==> src/rtl/input_conditioner.sv <==
`default_nettype none
// +------------------------------------------------------------------------------+
// | input_conditioner: N-channel pin synchroniser, debouncer and event generator. |
// | Optional build macro: INPUT_CONDITIONER_AUTOREPEAT_EN (press auto-repeat).    |
// | Revision: 1.0                                                                |
// +------------------------------------------------------------------------------+
module input_conditioner #(
  parameter int N_CH          = 5,
  parameter int DEBOUNCE_CYC  = 50000,
  parameter int ACTIVE_LOW    = 1,
  parameter int REPEAT_DELAY  = 25000000,
  parameter int REPEAT_PERIOD = 5000000
) (
  input  logic            clk,
  input  logic            rst_n,
  input  logic [N_CH-1:0] i_pin,
  input  logic [N_CH-1:0] i_ack,
  output logic [N_CH-1:0] o_level,
  output logic [N_CH-1:0] o_press,
  output logic [N_CH-1:0] o_release,
  output logic [N_CH-1:0] o_pending,
  output logic            o_any
);

  localparam int   CNT_W   = $clog2(DEBOUNCE_CYC + 1);
  localparam logic C_IDLE  = (ACTIVE_LOW != 0);
  localparam int   RPT_MAX = (REPEAT_DELAY > REPEAT_PERIOD) ? REPEAT_DELAY : REPEAT_PERIOD;
  localparam int   RPT_W   = $clog2(RPT_MAX + 1);

  if (N_CH < 1 || DEBOUNCE_CYC < 1 || REPEAT_DELAY < 1 || REPEAT_PERIOD < 1 || RPT_W < 1)
  begin : g_bad_param
    $error("input_conditioner: parameters out of range");
  end

  for (genvar i = 0; i < N_CH; i++) begin : g_ch
    logic             sync1_q, sync2_q, s;
    logic [CNT_W-1:0] cnt_q, cnt_d;
    logic             level_q, level_d;
    logic             press_q, press_d;
    logic             release_q, release_d;
    logic             pending_q, pending_d;

    assign s = sync2_q ^ C_IDLE;

    // Any sample that agrees with the accepted level restarts the stability count.
    always_comb begin
      cnt_d   = cnt_q;
      level_d = level_q;
      if (s == level_q) begin
        cnt_d = '0;
      end else if (cnt_q == CNT_W'(DEBOUNCE_CYC - 1)) begin
        level_d = s;
        cnt_d   = '0;
      end else begin
        cnt_d = cnt_q + 1'b1;
      end
    end

`ifdef INPUT_CONDITIONER_AUTOREPEAT_EN
    logic [RPT_W-1:0] rpt_q, rpt_d;

    // rpt counts down to the next repeat; reaching zero while held fires a pulse.
    always_comb begin
      press_d = level_d & ~level_q;
      rpt_d   = rpt_q;
      if (level_d && !level_q) begin
        rpt_d = RPT_W'(REPEAT_DELAY - 1);
      end else if (!level_d) begin
        rpt_d = '0;
      end else if (rpt_q == '0) begin
        press_d = 1'b1;
        rpt_d   = RPT_W'(REPEAT_PERIOD - 1);
      end else begin
        rpt_d = rpt_q - 1'b1;
      end
    end

    always_ff @(posedge clk or negedge rst_n) begin
      if (!rst_n) rpt_q <= '0;
      else        rpt_q <= rpt_d;
    end
`else
    always_comb begin
      press_d = level_d & ~level_q;
    end
`endif

    always_comb begin
      release_d = level_q & ~level_d;
      pending_d = press_q | (pending_q & ~i_ack[i]);
    end

    always_ff @(posedge clk or negedge rst_n) begin
      if (!rst_n) begin
        sync1_q   <= C_IDLE;
        sync2_q   <= C_IDLE;
        cnt_q     <= '0;
        level_q   <= 1'b0;
        press_q   <= 1'b0;
        release_q <= 1'b0;
        pending_q <= 1'b0;
      end else begin
        sync1_q   <= i_pin[i];
        sync2_q   <= sync1_q;
        cnt_q     <= cnt_d;
        level_q   <= level_d;
        press_q   <= press_d;
        release_q <= release_d;
        pending_q <= pending_d;
      end
    end

    assign o_level[i]   = level_q;
    assign o_press[i]   = press_q;
    assign o_release[i] = release_q;
    assign o_pending[i] = pending_q;
  end

  assign o_any = |o_level;

endmodule
`default_nettype wire

==> config.mk <==
export PLATFORM = sky130hd
export DESIGN_NAME = input_conditioner
export DESIGN_NICKNAME = d
export VERILOG_FILES = /design/src/rtl/input_conditioner.sv
export SDC_FILE = /design/constraint.sdc
export NUM_CORES = 1
export LEC_CHECK = 0
export CAP_MARGIN = 20
export CORE_MARGIN = 5
export CORE_UTILIZATION = 50
export DETAILED_ROUTE_END_ITERATION = 8
export DONT_BUFFER_PORTS = 1
export SLEW_MARGIN = 25
export SYNTH_ARGS = -nofsm -noshare
export SYNTH_HDL_FRONTEND = slang
export SYNTH_SLANG_ARGS = --single-unit
==> constraint.sdc <==
create_clock -name clk -period 4.4 [get_ports clk]
set_clock_uncertainty 0.2 [all_clocks]
set_input_delay 0.22 -clock clk [delete_from_list [all_inputs] [get_ports clk]]
set_output_delay 0.22 -clock clk [all_outputs]
set_load 0.02 [all_outputs]
==> summary.txt, run 1 <==
Cells and area
  • Post-Layout Cell Count: 631
  • ANT cells: 0
  • # nets final: 510
  • Fillcell total: around 900
  • Multi-input logic area: 0.002051 sq mm
  • Seq. cell area: ~0.0028 sq mm
  • Fin area: 0.005396 sq mm
  • Fraction of layout cells with a size suffix above 1: 6.426%
  • Final core utilization: 54.96%
  • Synth-to-layout area growth: 6.415%

Pwr
  • Sequential share of power: 59.7%
  • Logic pwr share: roughly 3.6%
  • Leakage power figure: approximately 2.2 nW
  • Pwr/cell area: roughly 320 mW/mm^2
  • Worst VDD drop: between 0.2 and 0.25 mV
  • Net Sw Frac: 24.07%
  • P_int: 0.001329 W
  • Power Total: around 0.0018 W
  • NetSw: approximately 0.00042 W
  • Clock Power Share: a little under two fifths

Logic synthesis
  • Top_reg_cell synth: dfrtp_1
  • Largest family of logic cells by synthesized area: simple AND/OR/NAND/NOR gates
  • Synth Warn #: 0
  • Seq/Total Area, Yosys: between 50% and 60%
  • Async S/R FF share, synth: 100.0%
  • Synth Area in Simple Gates: 24.50%
  • Post-Syn Area: 0.005071 sq mm
  • Synth cell types: 31
  • Post-synthesis instance total: ~500
  • Post-synthesis mux area share: 0%
  • Top cells by area, synth: dfrtp_1 49%, xnor2_1 11%, nor2_1 7.2%, dfstp_2 5.2%, nand4_1 3.2%
  • Mapped Nets: 516
  • Most frequent cell after synthesis: dfrtp_1
  • Synth Register Bits: 110
  • Area share of the largest cell type after synthesis: around half
  • Post-synthesis compound-gate area fraction: under 10%
  • Xor/xnor cell area share of the yosys netlist: 12.78%
  • Number of synthesized flops with an enable pin: 0
  • Synthesized area per cell: 10.16 sq um
  • Commonest cells in the netlist: 100 x dfrtp_1, 97 x nor2_1, 66 x xnor2_1, 29 x nand2_1, 27 x nand3_1
  • Post-Synth Adder-Cell Area: 1.234%
  • Synth area leader: dfrtp_1

STA
  • Count of pins over their slew limit: 0
  • Slew margin rel.: 65.23%
  • Fmax: 433.2 MHz
  • Fin crit period: ~2300 ps
  • Worst-Margin Slew: 520.3 ps
  • Final hold vios: 0
  • Tcrit/Tclk final: 52.46%
  • Final setup violation count: 0
  • Setup TNS: 0 ps
  • RSZ-0062 raised after global routing: false

Hold path
  • Worst Hold Class: register to register
  • Hold path cells: 0

GRT
  • Largest net degree at the start of global routing: 111
  • Vias in the first global route: 3275
  • Initial antenna violation count: 0
  • Total GRT Usage: between 10% and 20%
  • First-pass GRT wire length: between 15 and 20 mm
  • Grt ovf: 0

Floorplan
  • Core area: 0.009819 sq mm
  • # rows: 36
  • Die height: 110.7 um
  • Chip Width: approximately 110 um
  • I/O pins: 33
  • Initial Util: 51.64%
  • Die ar.: 0.01226 sq mm

Worst setup path
  • Critical path peak fanout: 15
  • CP Launch Type: register
  • Worst Path Arrival: 2370 ps
  • Worst Path Required: 4460 ps
  • Crit path largest cell delay: 550 ps
  • Worst-path cell with the longest stage delay: or4_4
  • CP Cell Sequence: or4b_1, or4_4, o21ai_4, nor2_1
  • Critical Setup Path Class: register to register
  • Worst setup EP type: register
  • Reg2reg path depth: 4

Clock network
  • CTS sink cnt: 110
  • Root buffer cell: clkbuf_8
  • Post_cts resized: 0
  • Htree depth: 3
  • Latest clock arrival within the worst-skew pair: ~380 ps
  • Num CTS Buffers: 9
  • CTS tree: built
  • Clock Path Buffers: 2
  • Worst-path clk slew: between 100 and 150 ps

Placement
  • Post-Place Cells: 603
  • IO Port Bufs: 0
  • Gpl congestion: 0.7723
  • DP HPWL: between 5 and 6 mm
  • Placed Area: just over 0.005 sq mm

Job
  • Max-cap violations: 0

Route
  • Drt pass-1 iters: 4
  • Residual DRC: 0
  • Detailed Route Iter0 Violations: 182
  • WL per Instance: 14.05 um
  • Vias per cell: 5.281
  • Final WL: 8.864 mm
  • DR vias: around 3300
  • ANT nets after route: 0

Status
  • Status: finished clean
[sequential cells by signal (all words and copies together), names as in the netlist]
register        cells
g_ch.press_q        5
g_ch.cnt_q         80
g_ch.sync1_q        5
g_ch.sync2_q        5
g_ch.pending_q      5
g_ch.release_q      5
g_ch.level_q        5
[per-layer routing]
layer	up-vias	routed length, um	GRT usage (%)
met5	-	0	0
met4	0	78	3.612
met3	5	395	5.622
met2	38	4154	23.87
met1	1616	4234	20.41
li1	1673	-	-
[repair_timing]
item / 4_1_cts / 5_1_grt
setup buffers: 0 / 0
endpoints found under the hold margin: 120 / 0
hold buffers: 12 / 0
[through the flow]
step	worst slack [ps]	hold slack (ps)
floorplan	2224	-275.6
global placement	2154	-272.0
detailed placement	2101	-271.7
CTS	2089	146.2
global route	2014	149.9
finish	2092	161.7
[critical path, delay by kind of cell, from the launching register on]
family,cells,cell delay [ps]
flip-flops,1,440
AO/OA/AOI/OAI,1,360
AND/OR/NAND/NOR,3,1180
[layout by cell type (no fill, tap or decap), drive strengths merged]
cell | synthesis | routed
clkbuf | 8 | 9
nand3 | 27 | 27
or4 | 1 | 1
a31o | 1 | 1
nor4b | 4 | 4
and4 | 1 | 1
clkinvlp | 0 | 1
o21ai | 7 | 7
buf | 21 | 1
nor3b | 1 | 1
clkinv | 0 | 2
nor2 | 97 | 97
nor4 | 21 | 21
a21o | 5 | 5
inv | 17 | 20
bufinv | 0 | 1
a21oi | 1 | 1
nand4 | 26 | 26
xor2 | 8 | 8
ha | 5 | 5
or2 | 1 | 1
or3 | 1 | 1
nand2b | 1 | 1
and3 | 8 | 8
nor3 | 23 | 23
xnor2 | 66 | 66
dlygate4sd3 | 0 | 11
nor4bb | 8 | 8
dfrtp | 100 | 100
or4b | 1 | 1
dfstp | 10 | 10
nand2 | 29 | 29
[kinds of logic (layout without fill, tap and decap cells)]
family / Yosys count / in the layout
flip-flops: 110 / 110
buffers and inverters: 46 / 45
adder cells (fa/ha/maj): 5 / 5
AO/OA/AOI/OAI: 14 / 14
AND/OR/NAND/NOR: 250 / 250
XOR/XNOR: 74 / 74
[cell type report]
| cell class | count | share of cell area, % |
|---|---|---|
| Clock inverter | 7 | 1.646 |
| Sequential cell | 110 | 51.24 |
| Inverter | 17 | 1.182 |
| Tap cell | 133 | 3.084 |
| Clock buffer | 9 | 2.295 |
| Timing Repair Buffer | 12 | 2.550 |
| Multi-Input combinational cell | 343 | 38.00 |
[power groups by stage]
stage               logic [W]  clock network (W)  registers [W]
floorplan           0.0000297                  0        0.00106
global placement    0.0000332                  0        0.00106
detailed placement  0.0000336                  0        0.00106
CTS                 0.0000649           0.000670        0.00105
global route        0.0000731           0.000705        0.00105
finish              0.0000622           0.000643        0.00105
[worst paths after layout]
check | startpoint | endpoint | slack, ps
setup / recovery | g_ch[0].cnt_q[12] | g_ch[0].cnt_q[12] | 2090
hold / removal | g_ch[0].sync1_q | g_ch[0].sync2_q | 160
setup reg to reg | g_ch[0].cnt_q[12] | g_ch[0].cnt_q[12] | 2090
hold reg to reg | g_ch[0].sync1_q | g_ch[0].sync2_q | 160
max in group asynchronous | rst_n | g_ch[2].sync1_q | 3370
min in group asynchronous | rst_n | g_ch[4].cnt_q[11] | 230
No activity file was read; power rests on OpenSTA's default activity.
==> run 2, diff against run 1 <==
- clock period: 4.4 -> 2.4 ns (I/O delays scaled with it)
==> summary.txt, run 2 (synthesis results as in run 1) <==
Worst setup path
  • Worst setup EP type: register (unchanged)
  • Worst r2r dst: g_ch[0].cnt_q[12] (unchanged)
  • Critical Setup Path Class: register to register (unchanged)
  • Worst-path cell with the longest stage delay: or4_4 (unchanged)
  • CP Cell Sequence: or4b_1, or4_4, o21ai_4, nor2_1 (unchanged)
  • CP Launch Type: register (unchanged)
  • Reg2reg path depth: 4 (unchanged)
  • Worst Path Buf+Inv: 0 (unchanged)
  • Critical path peak fanout: 15 (unchanged)
  • R2R Path Start: g_ch[0].cnt_q[12] (unchanged)
  • Worst Setup EP: g_ch[0].cnt_q[12] (unchanged)
  • Worst Path Arrival: 2350 ps (was 2370 ps)
  • Worst reg2reg setup slack: 110 ps (was 2090 ps)
  • CP Depth: 4 (unchanged)
  • Kind of cell adding the most delay to the critical path: simple AND/OR/NAND/NOR gates (unchanged)
  • Worst Setup SP: g_ch[0].cnt_q[12] (unchanged)
  • Worst Path Required: 2460 ps (was 4460 ps)
  • Crit path largest cell delay: 550 ps (about the same)

Route
  • Vias per cell: 5.269 (was 5.281)
  • ANT nets after route: 0 (unchanged)
  • Final WL: 8.845 mm (was 8.864 mm)
  • WL per Instance: 14.02 um (was 14.05 um)
  • Drt pass-1 iters: 4 (unchanged)
  • Detailed Route Iter0 Violations: 129 (was 182)
  • Residual DRC: 0 (unchanged)
  • DR vias: 3325 (was 3332)

Cells and area
  • Fraction of layout cells with a size suffix above 1: 6.426% (unchanged)
  • Post-Layout Cell Count: 631 (unchanged)
  • Synth-to-layout area growth: 6.267% (was 6.415%)
  • # nets final: 510 (unchanged)
  • Commonest cells after routing, fill and taps aside: 100 x dfrtp_1, 97 x nor2_1, 66 x xnor2_1 (unchanged)
  • Register bank with the most flops: g_ch.cnt_q (unchanged)
  • Largest register FFs: 80 (unchanged)
  • ANT cells: 0 (unchanged)
  • Commonest non-fill, non-tap cell in the layout: dfrtp_1 (unchanged)

Status
  • Failing checks: hold timing
  • Status: complete, but fails checks (was finished clean)

Placement
  • IO Port Bufs: 0 (unchanged)
  • Post-Place Cells: 605 (was 603)
  • Gpl congestion: 0.7706 (was 0.7723)
  • DP HPWL: 5.869 mm (was 5.785 mm)

STA
  • Slew margin rel.: 65.21% (was 65.23%)
  • Tcrit/Tclk final: 95.51% (was 52.46%)
  • Final setup violation count: 0 (unchanged)
  • Worst-Margin Slew: 520.7 ps (was 520.3 ps)
  • Count of pins over their slew limit: 0 (unchanged)
  • Fin crit period: 2292 ps (was 2308 ps)
  • Setup TNS: 0 ps (unchanged)
  • Fmax: 436.2 MHz (was 433.2 MHz)
  • Hold_ws: -772.2 ps (was 161.7 ps)
  • Final hold vios: 110 (was 0)
  • RSZ-0062 raised after global routing: false (unchanged)

Floorplan
  • Chip Width: 110.7 um (unchanged)
  • Core area: 0.009819 sq mm (unchanged)
  • Die ar.: 0.01226 sq mm (unchanged)
  • I/O pins: 33 (unchanged)
  • Die height: 110.7 um (unchanged)
  • Initial Util: 51.64% (unchanged)
  • # rows: 36 (unchanged)

GRT
  • Met1 Use GR: 21.28% (was 20.41%)
  • Met3 GRT Util: 5.841% (was 5.622%)
  • First-pass GRT wire length: 15.70 mm (was 15.57 mm)
  • Met2 global-route usage: 23.14% (was 23.87%)
  • Grt ovf: 0 (unchanged)
  • Largest net degree at the start of global routing: 111 (unchanged)
  • Total GRT Usage: 15.55% (was 15.29%)
  • Initial antenna violation count: 0 (unchanged)
  • Vias in the first global route: 3226 (was 3275)
  • GRT busiest layer: met2 (unchanged)

Clock network
  • Worst-path clk slew: 100 ps (was 110 ps)
  • CTS tree: built (unchanged)
  • Htree depth: 3 (unchanged)
  • # hold bufs at CTS: 10 (was 12)
  • Post-CTS setup buffers: 0 (unchanged)
  • Root buffer cell: clkbuf_8 (unchanged)
  • Post_cts resized: 0 (unchanged)
  • Num CTS Buffers: 9 (unchanged)
  • CTS sink cnt: 110 (unchanged)
  • Latest clock arrival within the worst-skew pair: 380 ps (about the same)
  • Clock Path Buffers: 2 (unchanged)

Job
  • Max-cap violations: 0 (unchanged)

Pwr
  • Pwr/cell area: 602.7 mW/mm^2 (was 324.3 mW/mm^2)
  • Leakage power figure: 2.166 nW (was 2.164 nW)
  • Worst VDD drop: 0.3491 mV (was 0.2290 mV)

Hold path
  • Worst Hold Class: input pin to asynchronous set/reset pin (was register to register)
-- run 2: cell count changes in the layout (fill, tap and decap cells not counted), sizes merged --
cell         previous run  this run
dlygate4sd3            11        10
buf                     1         2
bufinv                  1         2
clkbuf                  9        10
clkinv                  2         1
clkinvlp                1         0
-- run 2: per-layer routing --
layer,wire (um),vias up
met5,0,-
met4,110,0
met3,397,11
met2,4078,37
met1,4258,1613
li1,-,1664
-- run 2: worst min path at each step --
stage          start                 to  slack, ps  cells after the start
5_1_grt        rst_n   g_ch[4].cnt_q[2]       -820                      0
6_report       rst_n  g_ch[4].cnt_q[11]       -770                      0
4_1_cts        rst_n    g_ch[4].press_q       -810                      0
2_1_floorplan  rst_n   g_ch[0].cnt_q[0]       -380                      0
3_5_place_dp   rst_n  g_ch[4].cnt_q[11]       -370                      0
3_3_place_gp   rst_n  g_ch[4].cnt_q[11]       -370                      0
-- run 2: stage by stage --
step	cell area, sq um	setup slack (ps)	total power, W	utilization (%)
CTS	5389	105.1	0.003313	54.88
detailed placement	5061	106.6	0.002015	51.54
global placement	5061	147.2	0.002013	51.54
floorplan	5071	224.3	0.002000	-
finish	5389	107.7	0.003248	54.88
global route	5389	35.20	0.003415	54.88
-- run 2: cell type report --
class	count	area, sq um
multi-input combinational	343	2051
inverter	17	63.81
tap	133	166.4
clock buffer	10	127.6
clock inverter	6	100.1
timing repair buffer	12	115.1
fill	925	4431
sequential	110	2765
-- run 2: power breakdown --
| part | switching (W) | leakage (nW) | internal [W] | total, W |
|---|---|---|---|---|
| registers | 0.0000283 | 1.49 | 0.00189 | 0.00192 |
| clock network | 0.000648 | 0.115 | 0.000609 | 0.00126 |
| logic | 0.0000398 | 0.561 | 0.0000354 | 0.0000752 |
| total | 0.000716 | 2.17 | 0.00253 | 0.00325 |
==> run 3, diff against run 2 <==
- ABC_AREA: unset -> 1
==> summary.txt, run 3 <==
Clock network
  • Htree depth: 3 (unchanged)
  • Worst-path clk slew: 70 ps (was 100 ps)
  • Post_cts resized: 0 (unchanged)
  • Num CTS Buffers: 9 (unchanged)
  • Latest clock arrival within the worst-skew pair: 350 ps (was 380 ps)
  • Post-CTS setup buffers: 0 (unchanged)
  • # hold bufs at CTS: 10 (unchanged)
  • CTS tree: built (unchanged)
  • CTS sink cnt: 110 (unchanged)
  • Clock Path Buffers: 2 (unchanged)
  • Root buffer cell: clkbuf_16 (was clkbuf_8)

Cells and area
  • Fraction of layout cells with a size suffix above 1: 12.08% (was 6.426%)
  • Commonest non-fill, non-tap cell in the layout: nor2_1 (was dfrtp_1)
  • Synth-to-layout area growth: 7.215% (was 6.267%)
  • # nets final: 724 (was 510)
  • Fillcell total: 1067 (was 925)
  • ANT cells: 0 (unchanged)
  • Largest register FFs: 80 (unchanged)
  • Register bank with the most flops: g_ch.cnt_q (unchanged)
  • Post-Layout Cell Count: 855 (was 631)
  • Commonest cells after routing, fill and taps aside: 170 x nor2_1, 129 x nand2_1, 100 x dfrtp_1 (was 100 x dfrtp_1, 97 x nor2_1, 66 x xnor2_1)

Route
  • Vias per cell: 5.096 (was 5.269)
  • WL per Instance: 13.31 um (was 14.02 um)
  • Final WL: 11.38 mm (was 8.845 mm)
  • ANT nets after route: 0 (unchanged)
  • DR vias: 4357 (was 3325)
  • Residual DRC: 0 (unchanged)
  • Detailed Route Iter0 Violations: 253 (was 129)
  • Drt pass-1 iters: 4 (unchanged)

Worst setup path
  • Worst Path Buf+Inv: 0 (unchanged)
  • Worst reg2reg setup slack: 690 ps (was 110 ps)
  • Worst-path cell with the longest stage delay: dfrtp_1 (was or4_4)
  • Critical path peak fanout: 6 (was 15)
  • Crit path largest cell delay: 550 ps (about the same)
  • Kind of cell adding the most delay to the critical path: simple AND/OR/NAND/NOR gates (unchanged)
  • Critical Setup Path Class: register to output pin (was register to register)
  • Worst Path Required: 2080 ps (was 2460 ps)
  • Worst setup EP type: output pin (was register)
  • CP Cell Sequence: nor3_1, nand2_1 (was or4b_1, or4_4, o21ai_4, nor2_1)
  • Worst Path Arrival: 1540 ps (was 2350 ps)
  • CP Launch Type: register (unchanged)

Pwr
  • Sequential share of power: 55.8% (was 59.0%)
  • Logic pwr share: 2.8% (was 2.3%)
  • P_int: 0.002672 W (was 0.002532 W)
  • NetSw: 0.0007657 W (was 0.0007159 W)
  • Pwr/cell area: 560.2 mW/mm^2 (was 602.7 mW/mm^2)
  • Leakage power figure: 2.836 nW (was 2.166 nW)
  • Clock Power Share: 41.4% (was 38.7%)
  • Worst VDD drop: 0.5266 mV (was 0.3491 mV)
  • Net Sw Frac: 22.27% (was 22.04%)

Placement
  • DP HPWL: 8.235 mm (was 5.869 mm)
  • Gpl congestion: 0.8983 (was 0.7706)
  • Post-Place Cells: 829 (was 605)
  • DP Worst Slack: 686.2 ps (was 106.6 ps)
  • IO Port Bufs: 0 (unchanged)

STA
  • Final setup violation count: 0 (unchanged)
  • Final hold vios: 110 (unchanged)
  • Fmax: 537.6 MHz (was 436.2 MHz)
  • Setup TNS: 0 ps (unchanged)
  • Tcrit/Tclk final: 77.50% (was 95.51%)
  • Fin crit period: 1860 ps (was 2292 ps)
  • Hold_ws: -737.9 ps (was -772.2 ps)
  • Slew margin rel.: 69.65% (was 65.21%)
  • Final WS setup: 539.9 ps (was 107.7 ps)
  • Count of pins over their slew limit: 0 (unchanged)
  • Worst-Margin Slew: 455.3 ps (was 520.7 ps)
  • RSZ-0062 raised after global routing: false (unchanged)

Floorplan
  • # rows: 39 (was 36)
  • Chip Width: 117.0 um (was 110.7 um)
  • Core area: 0.01132 sq mm (was 0.009819 sq mm)
  • Die ar.: 0.01369 sq mm (was 0.01226 sq mm)
  • Die height: 117.0 um (was 110.7 um)
  • Initial Util: 50.55% (was 51.64%)
  • I/O pins: 33 (unchanged)

Logic synthesis
  • Post-synthesis instance total: 706 (was 499)
  • Synth Register Bits: 110 (unchanged)
  • Synth area leader: dfrtp_1 (unchanged)
  • Synthesized area per cell: 8.106 sq um (was 10.16 sq um)
  • Synth cell types: 30 (was 31)
  • Mapped Nets: 723 (was 516)
  • Commonest cells in the netlist: 170 x nor2_1, 129 x nand2_1, 100 x dfrtp_1, 75 x inv_1, 50 x nand3_1 (was 100 x dfrtp_1, 97 x nor2_1, 66 x xnor2_1, 29 x nand2_1, 27 x nand3_1)
  • Seq/Total Area, Yosys: 48.32% (was 54.53%)
  • Top cells by area, synth: dfrtp_1 44%, nor2_1 11%, nand2_1 8.5%, inv_1 4.9%, dfstp_2 4.6% (was dfrtp_1 49%, xnor2_1 11%, nor2_1 7.2%, dfstp_2 5.2%, nand4_1 3.2%)
  • Area share of the largest cell type after synthesis: 43.73% (was 49.35%)
  • Synth Warn #: 0 (unchanged)
  • Top_reg_cell synth: dfrtp_1 (unchanged)
  • Most frequent cell after synthesis: nor2_1 (was dfrtp_1)
  • Number of synthesized flops with an enable pin: 0 (unchanged)
  • Post-Syn Area: 0.005723 sq mm (was 0.005071 sq mm)
  • Async S/R FF share, synth: 100.0% (unchanged)

GRT
  • Total GRT Usage: 18.36% (was 15.55%)
  • Largest net degree at the start of global routing: 111 (unchanged)
  • First-pass GRT wire length: 19.84 mm (was 15.70 mm)
  • Grt ovf: 0 (unchanged)
  • Vias in the first global route: 4268 (was 3226)
  • Initial antenna violation count: 0 (unchanged)

Status
  • Failing checks: hold timing (unchanged)
  • Status: complete, but fails checks (unchanged)

Job
  • Max-cap violations: 0 (unchanged)

Hold path
  • Worst Hold Class: input pin to asynchronous set/reset pin (unchanged)
run 3: cells by family (layout without fill, tap and decap cells):
family	count (synthesis)	count (layout)	share of synthesized area, %
simple gates	428	428	34.48
flops	110	110	48.32
buf+inv	98	104	7.739
compound gates	38	38	4.241
xor+xnor	27	27	4.132
fa+ha+maj	5	5	1.093
run 3: final cells by class:
cell class	count	area [sq um]	area share (%)
clock buffer	11	242.7	3.956
clock inverter	5	41.29	0.6729
inverter	78	292.8	4.772
multi-input combinational	498	2515	40.99
sequential	110	2765	45.07
tap	143	178.9	2.916
timing repair buffer	10	100.1	1.631
run 3: path summary, 6_finish.rpt:
kind                                 start                 to  depth (start not counted)
max                        g_ch[1].level_q              o_any                          2
min                                  rst_n  g_ch[1].cnt_q[11]                          0
min in group clk                  i_pin[2]    g_ch[2].sync1_q                          1
max in group asynchronous            rst_n    g_ch[3].sync2_q                          0
max reg2reg                g_ch[3].level_q  g_ch[3].cnt_q[14]                          6
min reg2reg                g_ch[2].sync1_q    g_ch[2].sync2_q                          0
run 3: routing by layer:
metal  share of wire, %  track usage, %  vias up
li1                   -               -     2203
met1                 45           23.96     2050
met2                 48           29.65       96
met3                6.0           5.450        8
met4               0.83           5.657        0
met5                  0               0        -
run 3: stage by stage:
step	instance area [sq um]	power, W	utilization (%)
2_1_floorplan	5723	0.002017	-
3_3_place_gp	5752	0.002036	50.81
3_5_place_dp	5752	0.002038	50.81
4_1_cts	6136	0.003506	54.20
5_1_grt	6136	0.003598	54.20
6_report	6136	0.003438	54.20
run 3: power groups by stage:
stage	clock (W)	combinational, W	sequential [W]
floorplan	0	0.0000692	0.00195
global placement	0	0.0000831	0.00195
detailed placement	0	0.0000848	0.00195
CTS	0.00149	0.0000977	0.00192
global route	0.00156	0.000112	0.00192
finish	0.00142	0.0000972	0.00192
